### src/rtl/noc_axilite_pkg.sv
// Shared types and NoC header helpers for the AXI-lite <-> NoC request/response stages.
// Holds the message-type enum, the request FSM states and the field encodings.
package noc_axilite_pkg;

  localparam int NOC_DATA_WIDTH = 64;
  localparam int HDR_FLITS      = 3;

  localparam logic [7:0] MSG_TYPE_NC_LOAD_REQ  = 8'd14;
  localparam logic [7:0] MSG_TYPE_NC_STORE_REQ = 8'd15;

  typedef enum logic [1:0] {
    INVAL = 2'd0,
    LOAD  = 2'd1,
    STORE = 2'd2
  } msg_type_e;

  typedef enum logic [2:0] {
    IDLE,
    HDR0,
    HDR1,
    HDR2,
    DATA
  } req_state_e;

  function automatic int data_flits(input int width_bits);
    return width_bits / NOC_DATA_WIDTH;
  endfunction

  // Data-size field: 1 byte -> 1, doubling per step, so a 64-byte line -> 7.
  function automatic logic [2:0] data_size_enc(input int width_bits);
    int enc;
    int bytes;
    enc   = 1;
    bytes = width_bits / 8;
    for (int b = 1; b < bytes; b = b * 2) enc++;
    return 3'(enc);
  endfunction

  function automatic logic [63:0] byte_swap64(input logic [63:0] x);
    logic [63:0] y;
    y = '0;
    for (int b = 0; b < 8; b++) y[8*b +: 8] = x[8*(7-b) +: 8];
    return y;
  endfunction

endpackage

### src/rtl/noc_request_axilite_if.sv
// AXI-lite request-side channels (AW, W, AR) from the Ara memory port.
// The master drives addresses, data and valids; the slave returns the readies.
interface noc_request_axilite_if #(
  parameter int ADDR_WIDTH = 64,
  parameter int DATA_WIDTH = 512
);
  logic [ADDR_WIDTH-1:0]   m_axi_awaddr;
  logic                    m_axi_awvalid;
  logic                    m_axi_awready;
  logic [DATA_WIDTH-1:0]   m_axi_wdata;
  logic [DATA_WIDTH/8-1:0] m_axi_wstrb;
  logic                    m_axi_wvalid;
  logic                    m_axi_wready;
  logic [ADDR_WIDTH-1:0]   m_axi_araddr;
  logic                    m_axi_arvalid;
  logic                    m_axi_arready;

  modport master (
    output m_axi_awaddr, m_axi_awvalid, m_axi_wdata, m_axi_wstrb, m_axi_wvalid,
           m_axi_araddr, m_axi_arvalid,
    input  m_axi_awready, m_axi_wready, m_axi_arready
  );

  modport slave (
    input  m_axi_awaddr, m_axi_awvalid, m_axi_wdata, m_axi_wstrb, m_axi_wvalid,
           m_axi_araddr, m_axi_arvalid,
    output m_axi_awready, m_axi_wready, m_axi_arready
  );
endinterface

### src/rtl/noc_header_builder.sv
// Combinational builder of the three NoC request header flits
// from message type, 40-bit address and packet length.
module noc_header_builder
  import noc_axilite_pkg::*;
#(
  parameter logic [13:0] SRC_CHIPID = 14'd0,
  parameter logic [7:0]  SRC_X      = 8'd0,
  parameter logic [7:0]  SRC_Y      = 8'd0,
  parameter logic [3:0]  DST_FBITS  = 4'b0010,
  parameter logic [2:0]  DATA_SIZE  = 3'd7
) (
  input  msg_type_e   msg_type_i,
  input  logic [39:0] addr_i,
  input  logic [7:0]  len_i,
  output logic [63:0] hdr0_o,
  output logic [63:0] hdr1_o,
  output logic [63:0] hdr2_o
);

  // Layout: chip[63:50] x[49:42] y[41:34] fbits[33:30] len[29:22] type[21:14] mshr[13:6].
  always_comb begin
    // NOTE: default every output first so no path through the block can infer a latch.
    hdr0_o = '0;
    hdr1_o = '0;
    hdr2_o = '0;

    hdr0_o[33:30] = DST_FBITS;
    hdr0_o[29:22] = len_i;
    hdr0_o[21:14] = (msg_type_i == STORE) ? MSG_TYPE_NC_STORE_REQ : MSG_TYPE_NC_LOAD_REQ;

    hdr1_o[55:16] = addr_i;
    hdr1_o[15:13] = DATA_SIZE;

    hdr2_o[63:50] = SRC_CHIPID;
    hdr2_o[49:42] = SRC_X;
    hdr2_o[41:34] = SRC_Y;
  end

endmodule

### src/rtl/noc_request_axilite.sv
// Serialises AXI-lite reads/writes into NoC1 request packets (3 headers + data flits
// for stores) and pushes a transaction-type entry for the response stage per grant.
module noc_request_axilite
  import noc_axilite_pkg::*;
#(
  parameter int          AXI_LITE_ADDR_WIDTH = 64,
  parameter int          AXI_LITE_DATA_WIDTH = 512,
  parameter int          AXI_LITE_RESP_WIDTH = 2,
  parameter logic [13:0] SRC_CHIPID          = 14'd0,
  parameter logic [7:0]  SRC_X               = 8'd0,
  parameter logic [7:0]  SRC_Y               = 8'd0,
  parameter logic [3:0]  DST_FBITS           = 4'b0010
) (
  input  logic                      clk,
  input  logic                      rst_n,
  noc_request_axilite_if.slave      axi,
  output logic                      noc_valid_out,
  output logic [NOC_DATA_WIDTH-1:0] noc_data_out,
  input  logic                      noc_ready_in,
  output logic [2:0]                transaction_type_wr_data,
  output logic                      transaction_type_wr
);

  localparam int          N_DATA = data_flits(AXI_LITE_DATA_WIDTH);
  localparam int          CNT_W  = $clog2(N_DATA) + 1;
  localparam logic [7:0]  LEN_RD = 8'(HDR_FLITS - 1);
  localparam logic [7:0]  LEN_WR = 8'(HDR_FLITS - 1 + N_DATA);
  localparam logic [2:0]  DSIZE  = data_size_enc(AXI_LITE_DATA_WIDTH);

  if (AXI_LITE_DATA_WIDTH % NOC_DATA_WIDTH != 0 || AXI_LITE_RESP_WIDTH < 1 ||
      AXI_LITE_ADDR_WIDTH < 40) begin : g_bad_cfg
    $error("noc_request_axilite: unsupported width configuration");
  end

  req_state_e                     state_q;
  logic                           rr_q;      // 0 = read wins a tie, 1 = write wins
  logic                           is_wr_q;
  logic [39:0]                    addr_q;
  logic [AXI_LITE_DATA_WIDTH-1:0] wdata_q;
  logic [AXI_LITE_DATA_WIDTH/8-1:0] wstrb_q;
  logic [CNT_W-1:0]               cnt_q;
  logic                           valid_q;
  logic [NOC_DATA_WIDTH-1:0]      flit_q;

  logic        in_idle, rd_elig, wr_elig, grant_rd, grant_wr, hs;
  logic        b_is_wr;
  msg_type_e   b_type;
  logic [39:0] b_addr;
  logic [7:0]  b_len;
  logic [63:0] hdr0, hdr1, hdr2;

  // Grants are combinational on the valids and never look at noc_ready_in.
  assign in_idle  = (state_q == IDLE) && rst_n;
  assign rd_elig  = axi.m_axi_arvalid;
  assign wr_elig  = axi.m_axi_awvalid && axi.m_axi_wvalid;
  assign grant_rd = in_idle && rd_elig && (!wr_elig || !rr_q);
  assign grant_wr = in_idle && wr_elig && (!rd_elig || rr_q);
  assign hs       = valid_q && noc_ready_in;

  assign axi.m_axi_arready = grant_rd;
  assign axi.m_axi_awready = grant_wr;
  assign axi.m_axi_wready  = grant_wr;

  assign transaction_type_wr      = grant_rd || grant_wr;
  assign transaction_type_wr_data = grant_rd ? {LOAD, axi.m_axi_araddr[3]} :
                                    grant_wr ? {STORE, 1'b0} : 3'b000;

  // In IDLE the header source is the request being granted; afterwards the captured one.
  assign b_is_wr = (state_q == IDLE) ? grant_wr : is_wr_q;
  assign b_type  = b_is_wr ? STORE : LOAD;
  assign b_len   = b_is_wr ? LEN_WR : LEN_RD;
  assign b_addr  = (state_q != IDLE) ? addr_q :
                   grant_wr ? axi.m_axi_awaddr[39:0] : axi.m_axi_araddr[39:0];

  noc_header_builder #(
    .SRC_CHIPID (SRC_CHIPID),
    .SRC_X      (SRC_X),
    .SRC_Y      (SRC_Y),
    .DST_FBITS  (DST_FBITS),
    .DATA_SIZE  (DSIZE)
  ) u_hdr (
    .msg_type_i (b_type),
    .addr_i     (b_addr),
    .len_i      (b_len),
    .hdr0_o     (hdr0),
    .hdr1_o     (hdr1),
    .hdr2_o     (hdr2)
  );

  // NOTE: sequential state uses non-blocking assignments so every register samples pre-edge values.
  always_ff @(posedge clk or negedge rst_n) begin
    if (!rst_n) begin
      state_q <= IDLE;
      rr_q    <= 1'b0;
      is_wr_q <= 1'b0;
      addr_q  <= '0;
      wdata_q <= '0;
      wstrb_q <= '0;
      cnt_q   <= '0;
      valid_q <= 1'b0;
      flit_q  <= '0;
    end else begin
      case (state_q)
        IDLE: begin
          if (grant_rd || grant_wr) begin
            state_q <= HDR0;
            rr_q    <= ~rr_q;
            is_wr_q <= grant_wr;
            addr_q  <= b_addr;
            if (grant_wr) begin
              wdata_q <= axi.m_axi_wdata;
              wstrb_q <= axi.m_axi_wstrb;
            end
            valid_q <= 1'b1;
            flit_q  <= hdr0;
          end
        end
        HDR0: if (hs) begin
          state_q <= HDR1;
          flit_q  <= hdr1;
        end
        HDR1: if (hs) begin
          state_q <= HDR2;
          flit_q  <= hdr2;
        end
        HDR2: if (hs) begin
          if (is_wr_q) begin
            state_q <= DATA;
            cnt_q   <= '0;
            flit_q  <= byte_swap64(wdata_q[0 +: NOC_DATA_WIDTH]);
          end else begin
            state_q <= IDLE;
            valid_q <= 1'b0;
            flit_q  <= '0;
          end
        end
        DATA: if (hs) begin
          if (cnt_q == CNT_W'(N_DATA - 1)) begin
            state_q <= IDLE;
            cnt_q   <= '0;
            valid_q <= 1'b0;
            flit_q  <= '0;
          end else begin
            cnt_q  <= cnt_q + 1'b1;
            flit_q <= byte_swap64(wdata_q[NOC_DATA_WIDTH*(int'(cnt_q) + 1) +: NOC_DATA_WIDTH]);
          end
        end
        default: state_q <= IDLE;
      endcase
    end
  end

  assign noc_valid_out = valid_q;
  assign noc_data_out  = flit_q;

  // Strobes are not encoded in the packet; a partial strobe still goes out as a full line.
  a_full_strobe: assert property (@(posedge clk) disable iff (!rst_n)
    (state_q == HDR0 && is_wr_q) |-> (&wstrb_q))
    else $warning("partial write strobe forwarded as a full-line store");

endmodule

### src/flat_wrapper.sv
// flat-port wrapper written by rule: the top's interface ports become plain ports
module noc_request_axilite_flat import noc_axilite_pkg::*;
#(
  parameter int          AXI_LITE_ADDR_WIDTH = 64,
  parameter int          AXI_LITE_DATA_WIDTH = 512,
  parameter int          AXI_LITE_RESP_WIDTH = 2,
  parameter logic [13:0] SRC_CHIPID          = 14'd0,
  parameter logic [7:0]  SRC_X               = 8'd0,
  parameter logic [7:0]  SRC_Y               = 8'd0,
  parameter logic [3:0]  DST_FBITS           = 4'b0010
)
  (clk, rst_n, noc_valid_out, noc_data_out, noc_ready_in, transaction_type_wr_data, transaction_type_wr, axi_m_axi_awaddr, axi_m_axi_awvalid, axi_m_axi_wdata, axi_m_axi_wstrb, axi_m_axi_wvalid, axi_m_axi_araddr, axi_m_axi_arvalid, axi_m_axi_awready, axi_m_axi_wready, axi_m_axi_arready);
  noc_request_axilite_if #(.ADDR_WIDTH((64)), .DATA_WIDTH((512))) axi_i ();
  input  logic clk;
  input  logic rst_n;
  output logic noc_valid_out;
  output logic [NOC_DATA_WIDTH-1:0] noc_data_out;
  input  logic noc_ready_in;
  output logic [2:0] transaction_type_wr_data;
  output logic transaction_type_wr;
  input wire logic [$bits(axi_i.m_axi_awaddr)-1:0] axi_m_axi_awaddr;
  input wire logic [$bits(axi_i.m_axi_awvalid)-1:0] axi_m_axi_awvalid;
  input wire logic [$bits(axi_i.m_axi_wdata)-1:0] axi_m_axi_wdata;
  input wire logic [$bits(axi_i.m_axi_wstrb)-1:0] axi_m_axi_wstrb;
  input wire logic [$bits(axi_i.m_axi_wvalid)-1:0] axi_m_axi_wvalid;
  input wire logic [$bits(axi_i.m_axi_araddr)-1:0] axi_m_axi_araddr;
  input wire logic [$bits(axi_i.m_axi_arvalid)-1:0] axi_m_axi_arvalid;
  output wire logic [$bits(axi_i.m_axi_awready)-1:0] axi_m_axi_awready;
  output wire logic [$bits(axi_i.m_axi_wready)-1:0] axi_m_axi_wready;
  output wire logic [$bits(axi_i.m_axi_arready)-1:0] axi_m_axi_arready;
  assign axi_i.m_axi_awaddr = axi_m_axi_awaddr;
  assign axi_i.m_axi_awvalid = axi_m_axi_awvalid;
  assign axi_i.m_axi_wdata = axi_m_axi_wdata;
  assign axi_i.m_axi_wstrb = axi_m_axi_wstrb;
  assign axi_i.m_axi_wvalid = axi_m_axi_wvalid;
  assign axi_i.m_axi_araddr = axi_m_axi_araddr;
  assign axi_i.m_axi_arvalid = axi_m_axi_arvalid;
  assign axi_m_axi_awready = axi_i.m_axi_awready;
  assign axi_m_axi_wready = axi_i.m_axi_wready;
  assign axi_m_axi_arready = axi_i.m_axi_arready;
  noc_request_axilite #(.AXI_LITE_ADDR_WIDTH(AXI_LITE_ADDR_WIDTH), .AXI_LITE_DATA_WIDTH(AXI_LITE_DATA_WIDTH), .AXI_LITE_RESP_WIDTH(AXI_LITE_RESP_WIDTH), .SRC_CHIPID(SRC_CHIPID), .SRC_X(SRC_X), .SRC_Y(SRC_Y), .DST_FBITS(DST_FBITS)) u_core (.clk(clk), .rst_n(rst_n), .axi(axi_i), .noc_valid_out(noc_valid_out), .noc_data_out(noc_data_out), .noc_ready_in(noc_ready_in), .transaction_type_wr_data(transaction_type_wr_data), .transaction_type_wr(transaction_type_wr));
endmodule
### config.mk
export PLATFORM = sky130hd
export DESIGN_NAME = noc_request_axilite_flat
export DESIGN_NICKNAME = d
export VERILOG_FILES = /design/src/rtl/noc_axilite_pkg.sv /design/src/rtl/noc_request_axilite_if.sv /design/src/rtl/noc_header_builder.sv /design/src/rtl/noc_request_axilite.sv /design/src/flat_wrapper.sv
export SDC_FILE = /design/constraint.sdc
export NUM_CORES = 2
export LEC_CHECK = 0
export CAP_MARGIN = 20
export CORE_AREA = 2 2 301 303
export CTS_BUF_LIST = sky130_fd_sc_hd__clkbuf_4
export DETAILED_ROUTE_END_ITERATION = 8
export DIE_AREA = 0 0 303 305
export PLACE_DENSITY_LB_ADDON = 0.05
export SETUP_SLACK_MARGIN = 0.5
export SYNTH_ARGS = -nofsm -noshare
export SYNTH_HDL_FRONTEND = slang
export SYNTH_SLANG_ARGS = --single-unit
### constraint.sdc
create_clock -name clk -period 2.6 [get_ports clk]
set_clock_uncertainty 0.15 [all_clocks]
set_input_delay 0.26 -clock clk [delete_from_list [all_inputs] [get_ports clk]]
set_output_delay 0.26 -clock clk [all_outputs]
set_load 0.02 [all_outputs]
==> impl_metrics.ini <==
[run_status]
status = finished, violations left
failed_checks = DRC, setup timing

[detailed_routing]
drc = 76
num_vias = 28289
routed_wl_mm = 126.2
drt-initial-drc-count = 1768
vias_per_cell = 4.826
final_antenna_net_count = 0
wl_per_cell_um = 21.53
dr.pass1.iters = 9

[place]
hpwlAfterDp_mm = 74.65
numPortBuffers = 669
gp_congestion = 0.8469
dpl.cell_count = 4782

[sta]
finalSetupViolCount = 537
period_needed_ns = 3.003
worst_pin_slew_ns = 0.8057
setup_ws_ns = -0.4033
rsz0062_at_grt = true
fin_crit_sh = 1.155
slew_viol_final = 0
max_freq_mhz = 333.0
max_slew_margin = 0.4628
hold_viol = 0

[job]
drv_cap = 0

[global_route]
grt_pass1_vias = 29312
grt_max_degree = 140
gr-total-overflow = 0
grt_usage = 0.2531
antenna_found_initial = 26
grt_pass1_wl_mm = 176.6

[worst_setup_path]
crit_path_end_kind = output port
criticalPathCategory = reg2out
startpoint_type = register
crit_fanout = 3
worst_path_max_delay_cell = dfrtp_2
reg2reg_slack_ns = -0.36
r2r_cells = 15
endpoint = transaction_type_wr_data[2]
crit_chain = nor4b_4 -> buf_4 -> o2111ai_4 -> clkbuf_16 -> clkinv_8 -> buf_12
worstSetupStartpoint = u_core.state_q[1]$_DFFE_PN0P_
worstReg2RegStart = u_core.state_q[1]$_DFFE_PN0P_
crit_family = buffers and inverters
cp.required_ns = 2.19
worst-path-stages = 6
worst-path-buf-inv = 4
reg2reg_to = u_core.wdata_q[188]$_DFFE_PN0P_
slowest_delay_ns = 0.43
arrival_ns = 2.59

[power]
pwr-share-clk = 0.230
power_density_nw_per_um2 = 823.4
switchingPower_mw = 14.43
p_comb_frac = 0.352
p_total_mw = 40.82
p_leak_nw = 22.50
pwr-share-seq = 0.418
vdd_drop_max_mv = 0.3880
p_int_mw = 26.39
netSwitchingFraction = 0.3535

[yosys]
synth_cell_type_count = 47
synth_top_family_by_area = simple AND/OR/NAND/NOR gates
synthCells = 3065
synth_xor_area_frac = 0.0006250
netlist.top_cell.by_area = dfrtp_1
yosysTopAreaCellShare = 0.5589
synth-simple-area-share = 0.2443
ys_seq_area_frac = 0.5589
syn_nets = 3776
avgSynthCellArea_um2 = 9.144
yosys_warnings = 0
synth_mux_area_frac = 0.09469
syn-cell-area_um2 = 28030
ys_ff_latch = 626
synth_enable_flop_cells = 0
synth-adder-area-share = 0.0004464
synth_compound_area_frac = 0.06652
synthFlopType = dfrtp_1
ys_top_cells_by_area = dfrtp_1 (56%), nand2_1 (22%), mux4_2 (5.1%)
async_flop_share = 1.000

[cts]
clk_latency_ns = 1.08
cts.sinks = 626
clk_pin_slew_ns = 0.06
cts.htree.levels = 4
cts_buffers = 175
cts_tree = yes
cts-root-buf = clkbuf_4
cts_max_path_buffers = 3

[floorplan]
die_y_um = 305
die_area_um2 = 92420
io_pins = 782
core_area_um2 = 89320
start_util = 0.3138
rows = 110
die_w_um = 303

[cells_and_area]
multi_input_area_um2 = 13460
regArea_um2 = 15680
synthToLayoutAreaGrowth_pct = 76.87
final_cells = 5862
fillers = 7979
nNetsFinal = 5234
drive_above_1_share = 0.2389

[worst_hold_path]
hold_path_class = in2async
==> flip-flops by register name, summed over array words and instances (netlist names) <==
signal                cells
u_core.addr_q            40
u_core.cnt_q              4
u_core.is_wr_q            1
u_core.noc_data_out      64
u_core.noc_valid_out      1
u_core.rr_q               1
u_core.state_q            3
u_core.wdata_q          512
==> layout by cell type, fill, tap and decap left out, types with 7 or more instances in the layout <==
master | synthesis | routed
a211oi_1 | 7 | 7
a21oi_1 | 44 | 44
a22oi_1 | 21 | 12
a22oi_2 | 0 | 9
a2bb2oi_1 | 9 | 9
a31oi_1 | 42 | 38
buf_12 | 0 | 49
buf_16 | 0 | 22
buf_4 | 15 | 75
buf_6 | 0 | 84
buf_8 | 0 | 10
bufbuf_16 | 0 | 8
clkbuf_16 | 0 | 41
clkbuf_4 | 0 | 272
clkdlybuf4s50_1 | 0 | 596
clkinv_1 | 0 | 27
dfrtp_1 | 626 | 622
diode_2 | 0 | 31
dlygate4sd3_1 | 0 | 607
mux2i_1 | 120 | 120
mux4_2 | 64 | 64
nand2_1 | 1662 | 1216
nand2_2 | 0 | 293
nand2_4 | 0 | 153
nor2_1 | 51 | 51
nor2b_1 | 39 | 37
o21ai_0 | 10 | 9
o21ai_1 | 17 | 18
o221ai_1 | 35 | 35
o2bb2ai_1 | 56 | 56
==> power by group through the flow <==
stage,clock [mW],combinational (mW),sequential (mW)
2_1_floorplan,0,6.16,16.0
3_3_place_gp,0,10.8,16.1
3_5_place_dp,0,11.0,16.3
4_1_cts,9.69,12.7,16.3
5_1_grt,10.3,15.7,17.5
6_report,9.39,14.4,17.1
==> worst min-delay path by stage <==
stage / from / to / slack [ns] / depth (start not counted)
6_report: rst_n / u_core.wdata_q[25]$_DFFE_PN0P_ / 0.01 / 3
5_1_grt: rst_n / u_core.wdata_q[25]$_DFFE_PN0P_ / -0.02 / 3
4_1_cts: axi_m_axi_arvalid / u_core.is_wr_q$_DFFE_PN0P_ / -0.16 / 6
3_5_place_dp: rst_n / u_core.addr_q[15]$_DFFE_PN0P_ / 0.30 / 2
3_3_place_gp: rst_n / u_core.addr_q[15]$_DFFE_PN0P_ / 0.28 / 2
2_1_floorplan: rst_n / u_core.addr_q[0]$_DFFE_PN0P_ / -0.19 / 0
==> tightest hold or removal path, cell delays in order <==
cell,delay [ns]
buf_8,0.06
dlygate4sd3_1,0.83
buf_12,0.53
==> synth_stat cells, types with 2 or more instances <==
cell	count
a211o_1	4
a211oi_1	7
a21o_1	3
a21oi_1	44
a22oi_1	21
a2bb2oi_1	9
a31oi_1	42
and2_1	3
buf_1	12
buf_2	80
buf_4	15
clkbuf_1	104
dfrtp_1	626
inv_1	3
inv_2	2
mux2i_1	120
mux4_2	64
nand2_1	1662
nand2b_1	4
nand3_1	5
nand4_1	4
nor2_1	51
nor2b_1	39
o21ai_0	10
o21ai_1	17
o221ai_1	35
o2bb2ai_1	56
o32a_1	4
==> kinds of logic (layout without fill, tap and decap cells) <==
family,after synthesis,in the layout
buffers and inverters,216,1806
flip-flops,626,626
adder cells (fa/ha/maj),1,1
multiplexers,185,185
other,0,31
XOR/XNOR,2,2
AND/OR/NAND/NOR,1776,1776
AO/OA/AOI/OAI,259,259
==> layer usage <==
layer / share of wire / global-route usage
met1: 0.41 / 0.3150
met2: 0.50 / 0.4270
met3: 0.060 / 0.05453
met4: 0.031 / 0.09715
met5: 0.00074 / 0
==> metrics by stage <==
step | worst slack (ns) | area, um^2 | setup TNS, ns | util | hold slack [ns]
5_1_grt | -0.5687 | 49550 | -166.30 | 0.5548 | -0.02085
3_3_place_gp | 0.05701 | 36480 | 0 | 0.4084 | 0.2845
4_1_cts | -0.5459 | 45950 | -179.36 | 0.5145 | -0.1638
3_5_place_dp | 0.01611 | 36480 | 0 | 0.4084 | 0.2957
6_report | -0.4033 | 49570 | -126.42 | 0.5550 | 0.01101
2_1_floorplan | 0.5071 | 28040 | 0 | - | -0.1856
==> timing repair <==
item	in CTS	in global routing
cloned	15	61
hold endpoints to repair	1195	0
hold buffers	607	0
endpoints found under the setup margin	657	672
setup buffers	43	14
resized for setup	497	671
pin swaps	5	589
==> layout make-up <==
cell class	count	area share
inverter	5	0.0008834
clock inverter	37	0.004619
multi-input combinational	2223	0.2714
antenna	31	0.001565
sequential	626	0.3163
tap	1176	0.02968
clock buffer	272	0.04119
timing repair buffer	1492	0.3343
Power figures use the tool's default switching activity.
